$ cat src/rtl/mem_access_pkg.sv
// Shared types and constants for the memory access controller and its wait counter.
package mem_access_pkg;

  typedef enum logic [2:0] {
    S_IDLE = 3'd0,
    S_WR   = 3'd1,
    S_RD   = 3'd2,
    S_WAIT = 3'd3,
    S_CAP  = 3'd4,
    S_DONE = 3'd5
  } memState_t;

  localparam int MAX_WAIT_STATES = 15;
  localparam int WAIT_CNT_W      = 4;

endpackage

$ cat src/rtl/mem_wait_cnt.sv
// Loadable 4-bit down-counter that times the read wait states; o_zero marks the last wait cycle.
module mem_wait_cnt
  import mem_access_pkg::*;
(
  input  logic                  i_clk,
  input  logic                  i_clr,
  input  logic                  i_load,
  input  logic [WAIT_CNT_W-1:0] i_loadVal,
  input  logic                  i_en,
  output logic                  o_zero
);

  logic [WAIT_CNT_W-1:0] r_count;

  // Counting stops at zero so an idle counter never wraps around.
  always_ff @(posedge i_clk) begin
    if (i_clr) begin
      r_count <= '0;
    end else if (i_load) begin
      r_count <= i_loadVal;
    end else if (i_en && (r_count != '0)) begin
      r_count <= r_count - 1'b1;
    end
  end

  assign o_zero = (r_count == '0);

endmodule

$ cat src/rtl/mem_access_ctrl.sv
// CPU-side initiator for the single-port synchronous RAM: owns MAR/MDR and sequences read/write strobes.
// Optional out-of-range detection on the upper address bits is enabled with MEM_ACCESS_RANGE_CHECK_EN.
module mem_access_ctrl
  import mem_access_pkg::*;
#(
  parameter int BITS        = 32,
  parameter int RAMSIZE     = 512,
  parameter int ADDR        = $clog2(RAMSIZE),
  parameter int WAIT_STATES = 0
) (
  input  logic            clk,
  input  logic            clr,
  input  logic            req,
  input  logic            we,
  input  logic [31:0]     addr,
  input  logic [BITS-1:0] wdata,
  output logic            ready,
  output logic            done,
  output logic            err,
  output logic [BITS-1:0] rdata,
  output logic            ram_read,
  output logic            ram_write,
  output logic [ADDR-1:0] ram_address,
  output logic [BITS-1:0] ram_dataIn,
  input  logic [BITS-1:0] ram_dataOut
);

  // The counter is loaded in RD with one less than the wait count so WAIT lasts exactly WAIT_STATES cycles.
  localparam logic [WAIT_CNT_W-1:0] WAIT_LOAD =
    (WAIT_STATES > 0) ? WAIT_CNT_W'(WAIT_STATES - 1) : '0;

  memState_t       r_state;
  logic [ADDR-1:0] r_mar;
  logic [BITS-1:0] r_mdr;
  logic            r_ready;
  logic            r_done;
  logic            r_err;
  logic            r_ramRead;
  logic            r_ramWrite;

  logic            w_rangeErr;
  logic            w_cntZero;
  logic            w_cntLoad;
  logic            w_cntEn;

`ifdef MEM_ACCESS_RANGE_CHECK_EN
  assign w_rangeErr = |(addr >> ADDR);
`else
  logic w_unusedAddrHi;
  assign w_unusedAddrHi = |(addr >> ADDR);
  assign w_rangeErr     = 1'b0;
`endif

  assign w_cntLoad = (r_state == S_RD);
  assign w_cntEn   = (r_state == S_WAIT);

  mem_wait_cnt u_waitCnt (
    .i_clk    (clk),
    .i_clr    (clr),
    .i_load   (w_cntLoad),
    .i_loadVal(WAIT_LOAD),
    .i_en     (w_cntEn),
    .o_zero   (w_cntZero)
  );

  // Outputs are registered alongside the state so each strobe/flag is high exactly in its own state.
  always_ff @(posedge clk) begin
    if (clr) begin
      r_state    <= S_IDLE;
      r_mar      <= '0;
      r_mdr      <= '0;
      r_ready    <= 1'b1;
      r_done     <= 1'b0;
      r_err      <= 1'b0;
      r_ramRead  <= 1'b0;
      r_ramWrite <= 1'b0;
    end else begin
      r_ready    <= 1'b0;
      r_done     <= 1'b0;
      r_err      <= 1'b0;
      r_ramRead  <= 1'b0;
      r_ramWrite <= 1'b0;
      case (r_state)
        S_IDLE: begin
          if (!req) begin
            r_ready <= 1'b1;
          end else if (w_rangeErr) begin
            r_state <= S_DONE;
            r_done  <= 1'b1;
            r_err   <= 1'b1;
          end else begin
            r_mar <= addr[ADDR-1:0];
            if (we) begin
              r_mdr      <= wdata;
              r_state    <= S_WR;
              r_ramWrite <= 1'b1;
            end else begin
              r_state   <= S_RD;
              r_ramRead <= 1'b1;
            end
          end
        end
        S_WR: begin
          r_state <= S_DONE;
          r_done  <= 1'b1;
        end
        S_RD: begin
          r_state <= (WAIT_STATES > 0) ? S_WAIT : S_CAP;
        end
        S_WAIT: begin
          if (w_cntZero) begin
            r_state <= S_CAP;
          end
        end
        S_CAP: begin
          r_mdr   <= ram_dataOut;
          r_state <= S_DONE;
          r_done  <= 1'b1;
        end
        S_DONE: begin
          r_state <= S_IDLE;
          r_ready <= 1'b1;
        end
        default: begin
          r_state <= S_IDLE;
          r_ready <= 1'b1;
        end
      endcase
    end
  end

  assign ready       = r_ready;
  assign done        = r_done;
  assign err         = r_err;
  assign rdata       = r_mdr;
  assign ram_read    = r_ramRead;
  assign ram_write   = r_ramWrite;
  assign ram_address = r_mar;
  assign ram_dataIn  = r_mdr;

endmodule
$ cat config.mk
export PLATFORM = sky130hd
export DESIGN_NAME = mem_access_ctrl
export DESIGN_NICKNAME = d
export VERILOG_FILES = /design/src/rtl/mem_access_pkg.sv /design/src/rtl/mem_wait_cnt.sv /design/src/rtl/mem_access_ctrl.sv
export SDC_FILE = /design/constraint.sdc
export NUM_CORES = 1
export LEC_CHECK = 0
export CAP_MARGIN = 0
export CELL_PAD_IN_SITES_DETAIL_PLACEMENT = 1
export CELL_PAD_IN_SITES_GLOBAL_PLACEMENT = 2
export CORE_MARGIN = 5
export CORE_UTILIZATION = 21
export CTS_CLUSTER_DIAMETER = 150
export DETAILED_ROUTE_END_ITERATION = 12
export HOLD_SLACK_MARGIN = 0.05
export PLACE_DENSITY = 0.82
export SLEW_MARGIN = 30
export SYNTH_ARGS = -nofsm -noshare
export SYNTH_HDL_FRONTEND = slang
export SYNTH_SLANG_ARGS = --single-unit
$ cat constraint.sdc
create_clock -name clk -period 2.62 [get_ports clk]
set_input_delay 0.262 -clock clk [delete_from_list [all_inputs] [get_ports clk]]
set_output_delay 0.262 -clock clk [all_outputs]
set_load 0.02 [all_outputs]
==> flow_summary.toml, run 1 <==
[sta]
timing.final.crit_share = 0.657
hold_viol = 0
setup_ws_ns = 0.900
setup_tns_ns = 0
worst_pin_slew_ns = 0.576
relSlewSlack = 0.616
finalMaxSlewViolations = 0
fmax_ghz = 0.581
rsz0062_at_grt = "false"
fin_skew_ns = 0.00810
fin_crit_ns = 1.72
setup_viol = 0
fin_hold_ws_ns = 0.398

[logic_synthesis]
syn_avg_cell_area_um2 = 10.0
synth_cell_types = 34
yosys_warnings = 0
synth_mux_area_frac = 0.117
yosysTopAreaCell = "dfxtp_1"
syn_inst = 275
synth_seq_area_share = 0.379
synth.area.top_cells = "dfxtp_1 38%, a211oi_2 14%, mux2i_1 12%, buf_4 9.6%, a21oi_1 8.4%"
ys_ff_latch = 52
synth-compound-area-share = 0.249
syn-num-nets = 376
syn-cell-area_um2 = 2750
synth_xor_area_frac = 0.00637
synth_top_family_by_area = "compound AO/OA/AOI/OAI gates"
synth-simple-area-share = 0.0897
synth_fa_ha_area_frac = 0.00455
synth_top_area_share = 0.379

[critical_path]
crit_type = "register to register"
critPathLaunchType = "register"
cp-startpoint = "r_state[2]$_SDFFE_PP0P_"
crit_required_ns = 2.85
endpoint_kind = "register"
endpoint = "r_state[0]$_SDFFE_PP0P_"
crit_fanout = 22
cp.arrival_ns = 1.95
reg2reg_to = "r_state[0]$_SDFFE_PP0P_"
rrSetupSlack_ns = 0.90
r2r.worst_path.cells = 5
reg2reg_from = "r_state[2]$_SDFFE_PP0P_"

[clocking]
cts_buffers = 5
cts_tree = "yes"
htreeDepth = 2
clkTransAtPathRegs_ns = 0.07
clock_sinks = 52
cts-resized-gates = 0
clock_path_buffers = 2
cts_setup_buffers = 0
worstSkewPairLatency_ns = 0.29
cts_hold_buf = 0
root_buffer = "clkbuf_16"

[layout]
fill_cells = 1486
final_common_cell = "clkdlybuf4s50_1"
area_growth_pct = 55.8
diodes = 0
layout_common_cells = "152 x clkdlybuf4s50_1, 51 x dfxtp_1, 46 x a21oi_1, 32 x mux2i_1, 30 x a211oi_2"
nNetsFinal = 485
multi_input_area_um2 = 1290
fin_area_um2 = 4280
layout-drive-gt1-share = 0.140
regArea_um2 = 1040

[pwr]
vdd_drop_max_v = 0.000264
p_leak_nw = 1.46
p_per_area_nw_per_um2 = 848

[global_route]
grt_pass1_wl_um = 15100
grt_max_degree = 33
grt_overflow = 0
grt_pass1_vias = 2754
grt_antenna_before_repair = 0
track_usage = 0.118

[route]
remaining_drc_errors = 0
antenna_left = 0
vias = 2435
dr.first_iter.drc_count = 83
vias_per_cell = 4.37
wl_per_cell_um = 16.8
drtPass1Iterations = 4
totalWireLength_um = 9380

[placed_design]
io_buffer_count = 153
place_area_um2 = 4130
gp_congestion = 0.741
pre_cts_ws_ns = 0.381
place_hpwl_um = 6970

[outcome]
status = "finished, final reports clean"

[die]
io_pins = 178
die_w_um = 124
rows = 41
die_h_um = 124
die_area_um2 = 15500
start_util = 0.216
core_um2 = 12700

[min_path]
hold_class = "input port to register"

[run]
drv_cap = 0
area by class of cell:
type | count | share of cell area
repair buffers | 159 | 0.367
well taps | 172 | 0.0502
multi-input cells | 163 | 0.301
flip-flops and latches | 52 | 0.243
inverters | 3 | 0.00263
clock buffers | 6 | 0.0324
clock inverters | 2 | 0.00351
logic make-up (layout without fill, tap and decap cells):
group | after synthesis | count (layout)
flops | 52 | 52
mux | 32 | 32
other cells | 1 | 1
fa+ha+maj | 1 | 1
compound gates | 88 | 88
simple gates | 39 | 39
buf+inv | 60 | 170
xor+xnor | 2 | 2
metrics by stage:
stage | util | total power, mW | instances
after floorplan | - | 2.35 | 275
after global placement | 0.324 | 2.94 | 549
after detailed placement | 0.324 | 3.00 | 549
after CTS | 0.337 | 3.71 | 557
after global routing | 0.337 | 3.86 | 557
final | 0.337 | 3.63 | 557
worst min path at each step:
stage | start | end | slack, ns | cells after the start
floorplan | we | ram_read$_SDFF_PP0_ | 0.33 | 1
global placement | ram_address[5]$_SDFFE_PP0P_ | ram_address[5]$_SDFFE_PP0P_ | 0.45 | 2
detailed placement | ram_address[8]$_SDFFE_PP0P_ | ram_address[8]$_SDFFE_PP0P_ | 0.45 | 2
CTS | clr | ram_address[2]$_SDFFE_PP0P_ | 0.40 | 2
global route | clr | ram_address[2]$_SDFFE_PP0P_ | 0.41 | 2
finish | clr | ram_address[2]$_SDFFE_PP0P_ | 0.40 | 2
state kept, by name, summed over array words and instances (netlist names):
name               flops
done                   1
r_state                3
ram_address            9
ram_dataIn            32
ram_read               1
ram_write              1
ready                  1
u_waitCnt.r_count      4
synth_stat cells (all sizes together):
cell,instances
a211o,1
a211oi,32
a21o,2
a21oi,46
and2,1
buf,49
clkbuf,8
conb,1
dfxtp,52
ha,1
inv,3
mux2i,32
nand2,18
nand3b,1
nor2,4
nor3,3
nor3b,2
nor4,1
nor4b,1
o21ai,5
o22a,1
o31ai,1
or2,1
or3,4
or4,2
or4b,1
xnor2,2
metal layers:
metal / GRT usage / vias to the layer above / part of all wire
li1: - / 1159 / -
met1: 0.133 / 1173 / 0.42
met2: 0.215 / 99 / 0.50
met3: 0.0442 / 4 / 0.073
met4: 0.0213 / 0 / 0.0054
met5: 0 / - / 0
critical path, stage by stage, from the launching register on:
cell     delay [ns]
dfxtp_2        0.33
buf_4          0.36
buf_4          0.43
nor4_1         0.11
a211o_1        0.30
o21ai_1        0.12
power breakdown:
group          switching [mW]  total (mW)  internal [mW]
clock                   0.304       0.685          0.381
sequential              0.136        1.09          0.955
combinational           0.988        1.85          0.866
Note: power is estimated with default switching activity, not from simulation.
==> run 2, diff against run 1 <==
--- a/config.mk
+++ b/config.mk
@@ -9,11 +9,11 @@
 export CELL_PAD_IN_SITES_DETAIL_PLACEMENT = 1
 export CELL_PAD_IN_SITES_GLOBAL_PLACEMENT = 2
 export CORE_MARGIN = 5
-export CORE_UTILIZATION = 21
+export CORE_UTILIZATION = 18
 export CTS_CLUSTER_DIAMETER = 150
 export DETAILED_ROUTE_END_ITERATION = 12
 export HOLD_SLACK_MARGIN = 0.05
-export PLACE_DENSITY = 0.82
+export PLACE_DENSITY = 0.75
 export SLEW_MARGIN = 30
 export SYNTH_ARGS = -nofsm -noshare
 export SYNTH_HDL_FRONTEND = slang
==> constraint.sdc (replaced) <==
create_clock -name clk -period 1.5 [get_ports clk]
set_input_delay 0.15 -clock clk [delete_from_list [all_inputs] [get_ports clk]]
set_output_delay 0.15 -clock clk [all_outputs]
set_load 0.02 [all_outputs]
==> flow_summary.toml, run 2 (synthesized netlist as in run 1, its figures left out) <==
[outcome]
status = "finished, final reports clean"

[layout]
layout-drive-gt1-share = 0.175
layout_common_cells = "129 x clkdlybuf4s50_1, 50 x dfxtp_1, 44 x a21oi_1, 32 x mux2i_1, 30 x a211oi_2"
area_growth_pct = 63.5
final_common_cell = "clkdlybuf4s50_1"
multi_input_area_um2 = 1310
diodes = 0
largest_reg_flops = 32
final_cells = 582
nNetsFinal = 494
final_core_util = 0.298
fill_cells = 1704
regArea_um2 = 1040

[pwr]
clkPwrFrac = 0.189
switching_share = 0.391
vdd_drop_max_v = 0.000454
p_leak_nw = 1.84
switchingPower_mw = 2.53
p_per_area_nw_per_um2 = 1440
finalPower_mw = 6.46
power_frac_comb = 0.517
seqPwrFrac = 0.295
p_int_mw = 3.93

[clocking]
clock_path_buffers = 2
root_buffer = "clkbuf_16"
worstSkewPairLatency_ns = 0.30
clock_sinks = 52
cts_tree = "yes"
clkTransAtPathRegs_ns = 0.07
cts_buffers = 5
cts_hold_buf = 0
htreeDepth = 2

[sta]
finalMaxSlewViolations = 0
setup_ws_ns = 0.0503
fin_skew_ns = 0.00466
rsz0062_at_grt = "false"
hold_viol = 0
fin_crit_ns = 1.45
fmax_ghz = 0.690
fin_hold_ws_ns = 0.291
timing.final.crit_share = 0.966
setup_viol = 0

[route]
antenna_left = 0
vias_per_cell = 4.25
dr.first_iter.drc_count = 43
totalWireLength_um = 9400
remaining_drc_errors = 0
drtPass1Iterations = 4
vias = 2472
wl_per_cell_um = 16.2

[placed_design]
placed_cells = 573
gp_congestion = 0.707
place_hpwl_um = 7220
pre_cts_ws_ns = -0.145
io_buffer_count = 153

[min_path]
hold_class = "input port to register"

[global_route]
track_usage = 0.104
grt_antenna_before_repair = 0
grt_overflow = 0
grt_max_degree = 33
grt_pass1_vias = 2802
grt_pass1_wl_um = 14900

[critical_path]
critPathLaunchType = "register"
crit_required_ns = 1.35
path_buf_inv = 1
critPathSlowestCell = "clkdlybuf4s50_1"
crit_fanout = 3
cp.arrival_ns = 1.30
cp_top_family = "buffers and inverters"
endpoint_kind = "primary output"
crit_type = "register to primary output"
cpPeakStageDelay_ns = 0.62
path_cells = "clkdlybuf4s50_1"

[run]
drv_cap = 0

[die]
die_area_um2 = 17800
die_h_um = 134
io_pins = 178
start_util = 0.182
core_um2 = 15100
rows = 45
die_w_um = 134
==> run 2: cell types whose count changed in the layout (fill, tap and decap cells not counted), sizes merged <==
cell           delta
clkinvlp          -2
clkinv            +1
dlymetal6s2s     +18
clkdlybuf4s50    -23
buf               +9
dlygate4sd2       +5
inv               +1
==> run 2: final timing paths <==
kind,startpoint,endpoint,slack (ns),depth (start not counted)
max reg2reg,u_waitCnt.r_count[0]$_SDFFE_PP0P_,u_waitCnt.r_count[1]$_SDFFE_PP0P_,0.06,6
min reg2reg,ram_address[5]$_SDFFE_PP0P_,ram_address[5]$_SDFFE_PP0P_,0.46,2
max,ram_dataIn[27]$_SDFFE_PP0P_,rdata[27],0.05,1
min,clr,r_state[1]$_SDFFE_PP0P_,0.29,2
==> run 2: layout make-up <==
cell class,instances,share of cell area
sequential,52,0.232
inverter,3,0.00251
multi-input combinational,163,0.291
tap,188,0.0524
clock inverter,2,0.00306
clock buffer,6,0.0309
timing repair buffer,168,0.388
==> run 2: routing by layer <==
metal / vias to the layer above / routed length [um] / track usage
met5: - / 0 / 0
met4: 0 / 123 / 0.0343
met3: 8 / 720 / 0.0363
met2: 109 / 4540 / 0.182
met1: 1170 / 4020 / 0.118
li1: 1185 / - / -
==> run 2: repair_timing <==
action,4_1_cts,5_1_grt
setup buffers,0,1
resized for setup,6,24
pin swaps,0,5
setup endpoints to repair,8,27
==> run 2: metrics by stage <==
stage | instance area [um^2] | setup TNS, ns
floorplan | 2750 | 0
detailed placement | 4270 | -2.74
global placement | 4270 | -1.05
finish | 4490 | 0
CTS | 4420 | 0
global route | 4490 | 0
==> run 2: power groups by stage <==
stage	sequential (mW)	combinational [mW]	clock [mW]
6_report	1.90	3.34	1.22
3_5_place_dp	1.95	3.45	0
5_1_grt	1.96	3.56	1.35
4_1_cts	1.92	3.43	1.30
3_3_place_gp	1.93	3.38	0
2_1_floorplan	2.19	1.92	0
==> run 3, diff against run 2 <==
--- a/config.mk
+++ b/config.mk
@@ -5,15 +5,17 @@
 export SDC_FILE = /design/constraint.sdc
 export NUM_CORES = 1
 export LEC_CHECK = 0
+export ABC_AREA = 1
 export CAP_MARGIN = 0
 export CELL_PAD_IN_SITES_DETAIL_PLACEMENT = 1
 export CELL_PAD_IN_SITES_GLOBAL_PLACEMENT = 2
 export CORE_MARGIN = 5
-export CORE_UTILIZATION = 18
+export CORE_UTILIZATION = 16
 export CTS_CLUSTER_DIAMETER = 150
 export DETAILED_ROUTE_END_ITERATION = 12
 export HOLD_SLACK_MARGIN = 0.05
 export PLACE_DENSITY = 0.75
+export RECOVER_POWER = 25
 export SLEW_MARGIN = 30
 export SYNTH_ARGS = -nofsm -noshare
 export SYNTH_HDL_FRONTEND = slang
==> constraint.sdc (replaced) <==
create_clock -name clk -period 1.3 [get_ports clk]
set_input_delay 0.13 -clock clk [delete_from_list [all_inputs] [get_ports clk]]
set_output_delay 0.13 -clock clk [all_outputs]
set_load 0.02 [all_outputs]
==> flow_summary.toml, run 3 <==
[outcome]
status = "finished, violations left"
violations = "setup timing"

[logic_synthesis]
synth_top_area_share = 0.364
synth_top_family_by_area = "simple AND/OR/NAND/NOR gates"
synth_seq_area_share = 0.364
synth-simple-area-share = 0.379
yosysMostFrequentCell = "nand2_1"
yosys_warnings = 0
synth_xor_area_frac = 0.00306
yosys-top-cells-count = "147 x nand2_1, 73 x nor2_1, 52 x dfxtp_1, 49 x inv_1, 43 x buf_4"
synth_ff_type = "dfxtp_1"
synth.area.top_cells = "dfxtp_1 36%, nand2_1 19%, buf_4 11%, nor2_1 9.6%, inv_1 6.4%"
synth-compound-area-share = 0.0464
synth_mux_area_frac = 0
syn-cell-area_um2 = 2860
synth_edf_count = 0
async_flop_share = 0
ys_ff_latch = 52
synth_fa_ha_area_frac = 0.00438
syn-num-nets = 552
synth_cell_types = 25
syn_inst = 451
yosysTopAreaCell = "dfxtp_1"
syn_avg_cell_area_um2 = 6.34

[clocking]
root_buffer = "clkbuf_16"
cts_buffers = 5
htreeDepth = 2
clkTransAtPathRegs_ns = 0.07
worstSkewPairLatency_ns = 0.30
cts_tree = "yes"
clock_path_buffers = 2
cts_hold_buf = 0
clock_sinks = 52

[placed_design]
place_hpwl_um = 8410
gp_congestion = 0.766
pre_cts_ws_ns = -0.157
place_area_um2 = 4560
io_buffer_count = 153

[global_route]
track_usage = 0.105
grt_antenna_before_repair = 0
grt_max_degree = 36
grt_pass1_wl_um = 17300
grt_pass1_vias = 3394
grt_overflow = 0

[layout]
nNetsFinal = 692
largest_reg_flops = 32
final_common_cell = "nand2_1"
diodes = 0
fin_area_um2 = 4950
area_growth_pct = 73.3
layout_common_cells = "133 x nand2_1, 77 x dlygate4sd2_1, 76 x clkdlybuf4s50_1, 67 x nor2_1, 49 x dfxtp_1"
layout-drive-gt1-share = 0.128

[sta]
fin_hold_ws_ns = 0.425
timing.final.crit_share = 1.03
rsz0062_at_grt = "true"
fmax_ghz = 0.749
setup_ws_ns = -0.0343
finalMaxSlewViolations = 0
setup_viol = 20
fin_crit_ns = 1.33
hold_viol = 0
fin_skew_ns = 0.00310

[critical_path]
critPathLaunchType = "register"
r2r.worst_path.cells = 8
rrSetupSlack_ns = -0.03
endpoint_kind = "register"
reg2reg_to = "ram_dataIn[1]$_SDFFE_PP0P_"
cp.arrival_ns = 1.53
endpoint = "ram_dataIn[1]$_SDFFE_PP0P_"
reg2reg_from = "r_state[0]$_SDFFE_PP0P_"
cp-startpoint = "r_state[0]$_SDFFE_PP0P_"
crit_type = "register to register"
crit_fanout = 17
crit_required_ns = 1.50

[route]
vias = 3192
dr.first_iter.drc_count = 49
wl_met1_um = 5030
top_layer = "met4"
wl_per_cell_um = 14.2
antenna_left = 0
remaining_drc_errors = 0
totalWireLength_um = 11600
drtPass1Iterations = 4
dr_wl_met2_um = 5660
route.met3.wl_um = 829
vias_per_cell = 3.91

[die]
start_util = 0.164
die_h_um = 144
die_area_um2 = 20600
io_pins = 178
core_um2 = 17400
die_w_um = 144
rows = 48

[pwr]
p_per_area_nw_per_um2 = 1230
vdd_drop_max_v = 0.000472
p_leak_nw = 2.55
switching_share = 0.380
clkPwrFrac = 0.230
switchingPower_mw = 2.31
power_frac_comb = 0.445
p_int_mw = 3.76
seqPwrFrac = 0.325

[min_path]
hold_class = "input port to register"

[run]
drv_cap = 0
[run 3: cells by family after synthesis]
logic type | count (synthesis)
other | 1
AOI/OAI and AO/OA | 26
buffers and inverters | 106
adders and majority gates | 1
and+or+nand+nor | 264
DFF | 52
xor gates and xnor gates | 1
[run 3: layout make-up]
class / instances / area (um^2)
Inverter: 51 / 194
Multi-Input combinational cell: 293 / 1350
Tap cell: 225 / 282
Timing Repair Buffer: 188 / 1940
Fill cell: 2088 / 12500
Sequential cell: 52 / 1040
Clock inverter: 3 / 27.5
Clock buffer: 5 / 125
[run 3: routing by layer]
metal / vias up / global-route usage
li1: 1608 / -
met1: 1473 / 0.124
met2: 106 / 0.185
met3: 5 / 0.0376
met4: 0 / 0.0223
met5: - / 0
[run 3: worst min path at each step]
stage | start | to | slack [ns] | cells past startpoint
3_3_place_gp | ram_address[1]$_SDFFE_PP0P_ | ram_address[1]$_SDFFE_PP0P_ | 0.43 | 2
2_1_floorplan | clr | done$_SDFF_PP0_ | 0.20 | 1
4_1_cts | addr[7] | ram_address[7]$_SDFFE_PP0P_ | 0.41 | 3
3_5_place_dp | ram_address[0]$_SDFFE_PP0P_ | ram_address[0]$_SDFFE_PP0P_ | 0.44 | 2
5_1_grt | ram_address[0]$_SDFFE_PP0P_ | ram_address[0]$_SDFFE_PP0P_ | 0.46 | 2
6_report | addr[7] | ram_address[7]$_SDFFE_PP0P_ | 0.43 | 3
[run 3: through the flow]
| stage | total power, mW | instances | util | setup TNS (ns) |
|---|---|---|---|---|
| floorplan | 3.48 | 451 | - | 0 |
| global placement | 4.57 | 798 | 0.262 | -3.23 |
| detailed placement | 4.64 | 798 | 0.262 | -4.38 |
| CTS | 6.04 | 813 | 0.275 | -1.46 |
| global route | 6.52 | 817 | 0.284 | -2.61 |
| finish | 6.08 | 817 | 0.284 | -0.221 |
[run 3: repair_timing]
action / 4_1_cts / 5_1_grt
cloned: 2 / 5
pin swaps: 6 / 14
setup buffers: 5 / 1
gates resized for setup: 98 / 29
setup endpoints to repair: 122 / 47
[run 3: worst max-delay path, stage by stage (launching register included)]
cell and delay, ns:
dfxtp_2 0.34, nor2_4 0.17, buf_6 0.15, nand3b_4 0.11
nand2_8 0.13, clkbuf_16 0.19, nand2_1 0.06, nand2_1 0.05
nor2_1 0.03
[run 3: power groups by stage]
stage          Combinational, mW  Clock (mW)  Sequential, mW
2_1_floorplan               1.24           0            2.24
3_3_place_gp                2.56           0            2.01
6_report                    2.71        1.40            1.97
3_5_place_dp                2.61           0            2.03
5_1_grt                     2.96        1.54            2.02
4_1_cts                     2.57        1.49            1.98
